--- src/rtl/fir_coeff_loader.sv ---
// rtl/fir_coeff_loader.sv - AHB-Lite initiator that loads FIR coefficients from a stream
// One halfword write per coefficient, then a word write of {rate, enable} to the control register.
module fir_coeff_loader #(
  parameter int          DW         = 16,
  parameter logic [31:0] COEFF_BASE = 32'h0000_0000,
  parameter logic [31:0] CTRL_ADDR  = 32'h0000_0800,
  parameter int          MAX_TAPS   = 1024,
  parameter int          CW         = 11
) (
  input  logic          clk,
  input  logic          reset_n,
  input  logic          start,
  output logic          busy,
  output logic          done,
  output logic          error,
  output logic [CW-1:0] count,
  input  logic [DW-1:0] tdata_s,
  input  logic          tvalid_s,
  input  logic          tlast_s,
  output logic          tready_s,
  output logic [31:0]   haddr_m,
  output logic [2:0]    hburst_m,
  output logic [2:0]    hsize_m,
  output logic [1:0]    htrans_m,
  output logic [31:0]   hwdata_m,
  output logic          hwrite_m,
  input  logic [31:0]   hrdata_m,
  input  logic          hready_m,
  input  logic          hresp_m
);

  typedef enum logic [2:0] {
    S_IDLE, S_LOAD, S_C_ADDR, S_C_DATA, S_R_ADDR, S_R_DATA, S_DONE, S_ERR
  } state_t;

  localparam logic [1:0]    HTRANS_IDLE   = 2'b00;
  localparam logic [1:0]    HTRANS_NONSEQ = 2'b10;
  localparam logic [2:0]    HSIZE_HALF    = 3'b001;
  localparam logic [2:0]    HSIZE_WORD    = 3'b010;
  localparam logic [CW-1:0] LAST_COUNT    = CW'(MAX_TAPS);

  state_t        state_q, state_d;
  logic [15:0]   coeff_q, coeff_d;
  logic          last_q, last_d;
  logic [CW-1:0] count_d;
  logic          error_d;
  logic          busy_d;
  logic          done_d;
  logic          tready_d;
  logic [1:0]    htrans_d;
  logic          hwrite_d;
  logic [2:0]    hsize_d;
  logic [31:0]   haddr_d;
  logic [31:0]   hwdata_d;
  logic          unused_hrdata;

  assign unused_hrdata = ^hrdata_m;
  assign hburst_m      = 3'b000;

  always_comb begin
    state_d = state_q;
    coeff_d = coeff_q;
    last_d  = last_q;
    count_d = count;
    error_d = error;
    case (state_q)
      S_IDLE: begin
        if (start) begin
          count_d = '0;
          error_d = 1'b0;
          state_d = S_LOAD;
        end
      end
      S_LOAD: begin
        if (tvalid_s && tready_s) begin
          coeff_d = 16'(tdata_s);
          last_d  = tlast_s;
          state_d = S_C_ADDR;
        end
      end
      S_C_ADDR: begin
        if (hready_m) state_d = S_C_DATA;
      end
      S_C_DATA: begin
        // ERROR aborts on its first cycle, before the slave raises hready
        if (hresp_m) begin
          state_d = S_ERR;
        end else if (hready_m) begin
          count_d = count + CW'(1);
          state_d = (last_q || count_d == LAST_COUNT) ? S_R_ADDR : S_LOAD;
        end
      end
      S_R_ADDR: begin
        if (hready_m) state_d = S_R_DATA;
      end
      S_R_DATA: begin
        if (hresp_m)       state_d = S_ERR;
        else if (hready_m) state_d = S_DONE;
      end
      S_DONE:  state_d = S_IDLE;
      S_ERR:   state_d = S_IDLE;
      default: state_d = S_IDLE;
    endcase
    if (state_d == S_ERR) error_d = 1'b1;

    // Outputs are registered, so they are derived from the state being entered
    busy_d   = !(state_d inside {S_IDLE, S_DONE, S_ERR});
    done_d   = (state_d == S_DONE);
    tready_d = (state_d == S_LOAD);
    htrans_d = (state_d inside {S_C_ADDR, S_R_ADDR}) ? HTRANS_NONSEQ : HTRANS_IDLE;
    hwrite_d = (state_d inside {S_C_ADDR, S_R_ADDR});
    hsize_d  = (state_d inside {S_R_ADDR, S_R_DATA}) ? HSIZE_WORD : HSIZE_HALF;

    haddr_d = haddr_m;
    if (state_d == S_C_ADDR)      haddr_d = COEFF_BASE + 32'({count_d, 1'b0});
    else if (state_d == S_R_ADDR) haddr_d = CTRL_ADDR;

    hwdata_d = hwdata_m;
    if (state_d == S_C_DATA)      hwdata_d = {16'h0000, coeff_d};
    else if (state_d == S_R_DATA) hwdata_d = {16'(count_d), 15'h0000, 1'b1};
  end

  always_ff @(posedge clk or negedge reset_n) begin
    if (!reset_n) begin
      state_q  <= S_IDLE;
      coeff_q  <= '0;
      last_q   <= 1'b0;
      count    <= '0;
      error    <= 1'b0;
      busy     <= 1'b0;
      done     <= 1'b0;
      tready_s <= 1'b0;
      htrans_m <= HTRANS_IDLE;
      hwrite_m <= 1'b0;
      hsize_m  <= HSIZE_HALF;
      haddr_m  <= '0;
      hwdata_m <= '0;
    end else begin
      state_q  <= state_d;
      coeff_q  <= coeff_d;
      last_q   <= last_d;
      count    <= count_d;
      error    <= error_d;
      busy     <= busy_d;
      done     <= done_d;
      tready_s <= tready_d;
      htrans_m <= htrans_d;
      hwrite_m <= hwrite_d;
      hsize_m  <= hsize_d;
      haddr_m  <= haddr_d;
      hwdata_m <= hwdata_d;
    end
  end

endmodule

--- config.mk ---
export PLATFORM = sky130hd
export DESIGN_NAME = fir_coeff_loader
export DESIGN_NICKNAME = d
export VERILOG_FILES = /design/src/rtl/fir_coeff_loader.sv
export SDC_FILE = /design/constraint.sdc
export NUM_CORES = 1
export LEC_CHECK = 0
export BUFFER_PORTS_ARGS = -buffer_cell sky130_fd_sc_hd__clkbuf_2
export CELL_PAD_IN_SITES_DETAIL_PLACEMENT = 0
export CELL_PAD_IN_SITES_GLOBAL_PLACEMENT = 1
export CORE_UTILIZATION = 33
export CTS_CLUSTER_DIAMETER = 50
export DETAILED_ROUTE_END_ITERATION = 10
export PLACE_DENSITY_LB_ADDON = 0.08
export RECOVER_POWER = 100
export SLEW_MARGIN = 20
export SYNTH_ARGS = -nofsm -noshare
export SYNTH_HDL_FRONTEND = slang
export SYNTH_SLANG_ARGS = --single-unit
--- constraint.sdc ---
create_clock -name clk -period 2.53 [get_ports clk]
set_input_delay 0.1265 -clock clk [delete_from_list [all_inputs] [get_ports clk]]
set_output_delay 0.1265 -clock clk [all_outputs]
set_load 0.02 [all_outputs]
Yosys cells after proc, flatten, opt, wreduce, memory -nomap -nowiden --
Cells that the tools add are included.
Storage, ports and cells: bits in latches 0, word-level logic and storage cells 68, bits in read-only memories 0, bits in registers 104, memory bits (writable) 0, bits of input ports 55, memories 0
Operators by class: shift-type cells 0, equal/unequal tests 15, bitwise operators 0, add/subtract/negate cells 1, $lt $le $gt $ge 0, div/mod/pow operators 0, reductions and logical operators 14, multipliers 0, multiplexer cells 25
Operators with widths (count):
- 32-bit two-way mux | 4
- 11-bit two-way mux | 3
- 16-bit two-way mux | 2
- 3-bit two-way mux | 9
- 3-bit equality test, second input constant | 8
- 11-bit case mux with 2 select lines | 1
- 3-bit case mux with 7 select lines | 1
- 3-bit by 2-bit equality test with 1-bit output, second input constant | 4
- 11-bit by 1-bit adder with 11-bit output, second input constant | 1
- 11-bit equality test, second input constant | 1
- 2-bit nonzero test | 5
- 3-bit by 1-bit equality test with 1-bit output, second input constant | 2
- 3-bit logical NOT | 2
- 2-bit two-way mux | 2
- 2-bit AND reduction | 2
- 1-bit two-way mux | 3
- 3-bit nonzero test | 1
- 2-bit OR reduction | 1
- 1-bit logical AND | 1
- 1-bit logical NOT | 1
- 1-bit logical OR | 1

Depth between registers and ports, before layout --
depth after elaboration 10, depth in mapped cells 10, depth with buffers taken out 9

Worst setup path after synthesis --
No wires, ideal clock.
kind register to register, start point reg count[0], end point reg hwdata_m[26], setup time 0.121 ns, required time 2.409 ns, arrival time 2.548 ns, setup slack -0.139 ns, stages on the path, launching flop included 11, cell sequence dfrtp_1 ha_1 nand3_1 o31ai_1 o311ai_1 nor3_2 o31ai_1 a211o_1 buf_6 buf_8 a22o_1
On the way: longest elaborated chain between the ends 9
RTL lines:
- start, declared | line 16 | output logic [CW-1:0] count,
- start signal, assigned | line 142 | count <= count_d;
- 11-bit by 1-bit adder with 11-bit output * | line 89 | count_d = count + CW'(1);
- 11-bit equality test | line 90 | state_d = (last_q || count_d == LAST_COUNT) ? S_R_ADDR : S_LOAD;
- 1-bit logical OR | line 90
- 3-bit two-way mux | line 90
- 3-bit two-way mux | line 88 | end else if (hready_m) begin
- 3-bit two-way mux | line 86 | if (hresp_m) begin
- 3-bit case mux with 7 select lines | line 66 | case (state_q)
- 3-bit by 2-bit equality test with 1-bit output or 3-bit equality test (tied branches) | line 119, 120
- 32-bit two-way mux or 2-bit nonzero test (tied branches)
- end signal, assigned | line 151 | hwdata_m <= hwdata_d;
- end, declared | line 25 | output logic [31:0] hwdata_m,
Every way passes the cells marked *; elsewhere a longest branch is shown, timed or not. The select of a mux whose other input is x is not followed. A chain may end at the register's enable or synchronous reset.

Final worst setup path --
start point reg count[0], end point reg hwdata_m[19]
The elaborated chain is that of the path after synthesis.

==> results.cfg <==
[power_and_ir_drop]
leakagePower_uw = 0.002226
vdd_drop_max_v = 0.0004686
powerDensity_nw_per_um2 = 1123

[floorplan]
pin_count = 143
rows = 37
dieArea_um2 = 11350
start_util = 0.3448
die_w_um = 106.6
core-area_um2 = 10460
die_y_um = 106.6

[status]
failed_checks = capacitance limit, slew limit, setup timing
status = complete, but fails checks

[timing]
skew_ps = 6.939
post-route-period-util = 1.004
finalMaxSlewViolations = 77
fin_ws_ps = -10.75
tightest_slew_ps = 1867
rsz0062_at_grt = true
setup_violations = 15
relSlewSlack = -0.2450
hold_viol = 0
hold_slack_ps = 22.67
period_minus_slack_ps = 2541
max_freq_ghz = 0.3936

[critical_path]
critPathKind = flip-flop to flip-flop
critical_path.startpoint_type = flip-flop
worstPathRequired_ps = 2760
crit_fanout = 6
cp.arrival_ps = 2770
endpoint = hwdata_m[19]
r2r_end = hwdata_m[19]
crit_path_start = count[0]
ff2ff_setup_slack_ps = -10
rr_worst_depth = 9
crit_path_end_kind = flip-flop
reg2reg_from = count[0]

[flow_run]
cap_violations = 1

[synthesis]
ys_seq_elements = 76
syn_area_um2 = 3607
synth-edff-count = 0
synthArstFlopShare = 1.000
avgSynthCellArea_um2 = 11.45
synthFlopType = dfrtp_1
syn_inst = 315
synth.distinct_cells = 54
synth-seq-area-share = 0.5276
ys_warn_count = 0

[global_routing]
antenna_found_initial = 0
grt_pass1_vias = 2741
grt_util_all_layers = 0.1695
grt_max_degree = 77
grt_overflow = 0
grt_pass1_wl_mm = 14.63

[final_layout]
final_common_cell = dfrtp_1
layout.nets = 489
final_cell_mix = dfrtp_1 (70), clkbuf_1 (58), a22o_1 (37), conb_1 (31), buf_4 (31)
syn_to_final_growth_pct = 29.34
antenna_cells = 0
drive_above_1_share = 0.2860
stdcell_count = 573

[place]
dp_hpwl_mm = 6.148
gp_congestion = 0.8120
placedCellCount = 546
io_buffer_count = 79
pre_cts_slack_ps = -83.27

[clock_network]
clk_pin_slew_worst_paths_ps = 80
insertion_delay_ps = 340
h-tree-depth = 3
cts_tree = built
cts-root-buf = clkbuf_8
cts_made_buffers = 9
clk_path_buf_depth = 2
cts.sinks = 76

[route]
drtIter0Drc = 112
post_drt_via_cell_ratio = 4.838
vias = 2772
post_drt_wl_per_cell_um = 15.86
drcViolationCount = 0
ant_nets = 0
wirelength_mm = 9.088
drt-pass1-iter-count = 4

[hold_path]
min_path_type = input port to flip-flop
area by class of cell:
class	count	area, um2
fill	1067	5797
sequential	76	1909
multi-input combinational	210	1599
timing repair buffer	125	724.4
tap	136	170.2
clock buffer	10	137.6
clock inverter	6	87.58
inverter	10	37.54
power by group:
| part | internal, uW | total [uW] | switching, uW | leakage (uW) |
|---|---|---|---|---|
| registers | 1610 | 1830 | 221 | 0.000982 |
| clock network | 583 | 1050 | 465 | 0.000116 |
| logic | 1040 | 2360 | 1320 | 0.00113 |
| total | 3230 | 5240 | 2010 | 0.00223 |
how the worst min path moves through the flow:
stage / from / to / slack, ps / cells after the start
2_1_floorplan: reset_n / busy / -170 / 0
3_3_place_gp: reset_n / htrans_m[1] / 340 / 1
3_5_place_dp: reset_n / htrans_m[1] / 350 / 1
4_1_cts: tlast_s / last_q / 10 / 2
5_1_grt: tdata_s[13] / coeff_q[13] / 10 / 2
6_report: tlast_s / last_q / 20 / 2
what timing repair did:
item / 4_1_cts / 5_1_grt
setup endpoints to repair: 26 / 39
pin swaps: 7 / 22
gates resized for setup: 16 / 23
hold endpoints to repair: 75 / 0
setup buffers: 7 / 3
cloned: 1 / 0
hold buffers: 1 / 0
synth_stat cells, types with 2 or more instances:
master	number	area share
buf_4	33	0.069
nand3_1	6	0.0083
or2_2	2	0.0035
nor2b_1	6	0.010
o21a_1	2	0.0042
nor4_1	3	0.0052
o21ai_0	15	0.021
o31ai_1	4	0.0083
nand3b_1	3	0.0062
nand2b_1	4	0.0069
and3b_1	2	0.0049
nor2_1	14	0.015
ha_1	2	0.0069
buf_2	4	0.0055
a2bb2oi_1	3	0.0073
nand2_1	12	0.012
dfrtp_1	75	0.52
or3_1	3	0.0052
and3_1	3	0.0052
and4_1	2	0.0049
inv_1	10	0.010
a22o_1	37	0.090
a21oi_1	11	0.015
o41ai_1	2	0.0049
buf_6	2	0.0062
mux2_2	17	0.053
a31oi_1	2	0.0035
and2_1	2	0.0035
clkbuf_1	8	0.0083
xor2_1	2	0.0049
cells by family after synthesis:
logic type | synth area share
XOR/XNOR | 0.004857
other | 0.001040
multiplexers | 0.05584
AO/OA/AOI/OAI | 0.1828
adder cells (fa/ha/maj) | 0.006936
buffers and inverters | 0.1044
AND/OR/NAND/NOR | 0.1165
flip-flops | 0.5276
sequential cells by signal (all words and copies together) (netlist names):
signal,count
busy,1
coeff_q,16
count,11
done,1
error,1
haddr_m,11
hsize_m,2
htrans_m,1
hwdata_m,27
last_q,1
state_q,3
tready_s,1
worst max-delay path, cell delays in order (launching register included):
cell	delay (ps)
dfrtp_2	400
buf_6	130
nand4_4	140
or3_4	410
a211oi_4	250
nor3_4	100
a31o_4	290
a211o_4	350
buf_6	140
a22o_1	200
per-layer routing:
metal	vias up	wire length (um)	global-route usage
met1	1377	4278	0.2386
met3	10	485	0.04660
li1	1313	-	-
met4	0	87	0.04403
met2	72	4236	0.2560
met5	-	0	0
per-stage QoR:
stage	cell area (um2)	setup TNS (ps)	total power, uW	utilization
6_report	4666	-83.47	5239	0.4459
5_1_grt	4666	-3058	5607	0.4459
4_1_cts	4613	-34.97	5327	0.4409
3_5_place_dp	4233	-1869	4029	0.4046
3_3_place_gp	4233	-2118	4018	0.4046
2_1_floorplan	3734	0	3323	-
Note: power is estimated with default switching activity, not from simulation.
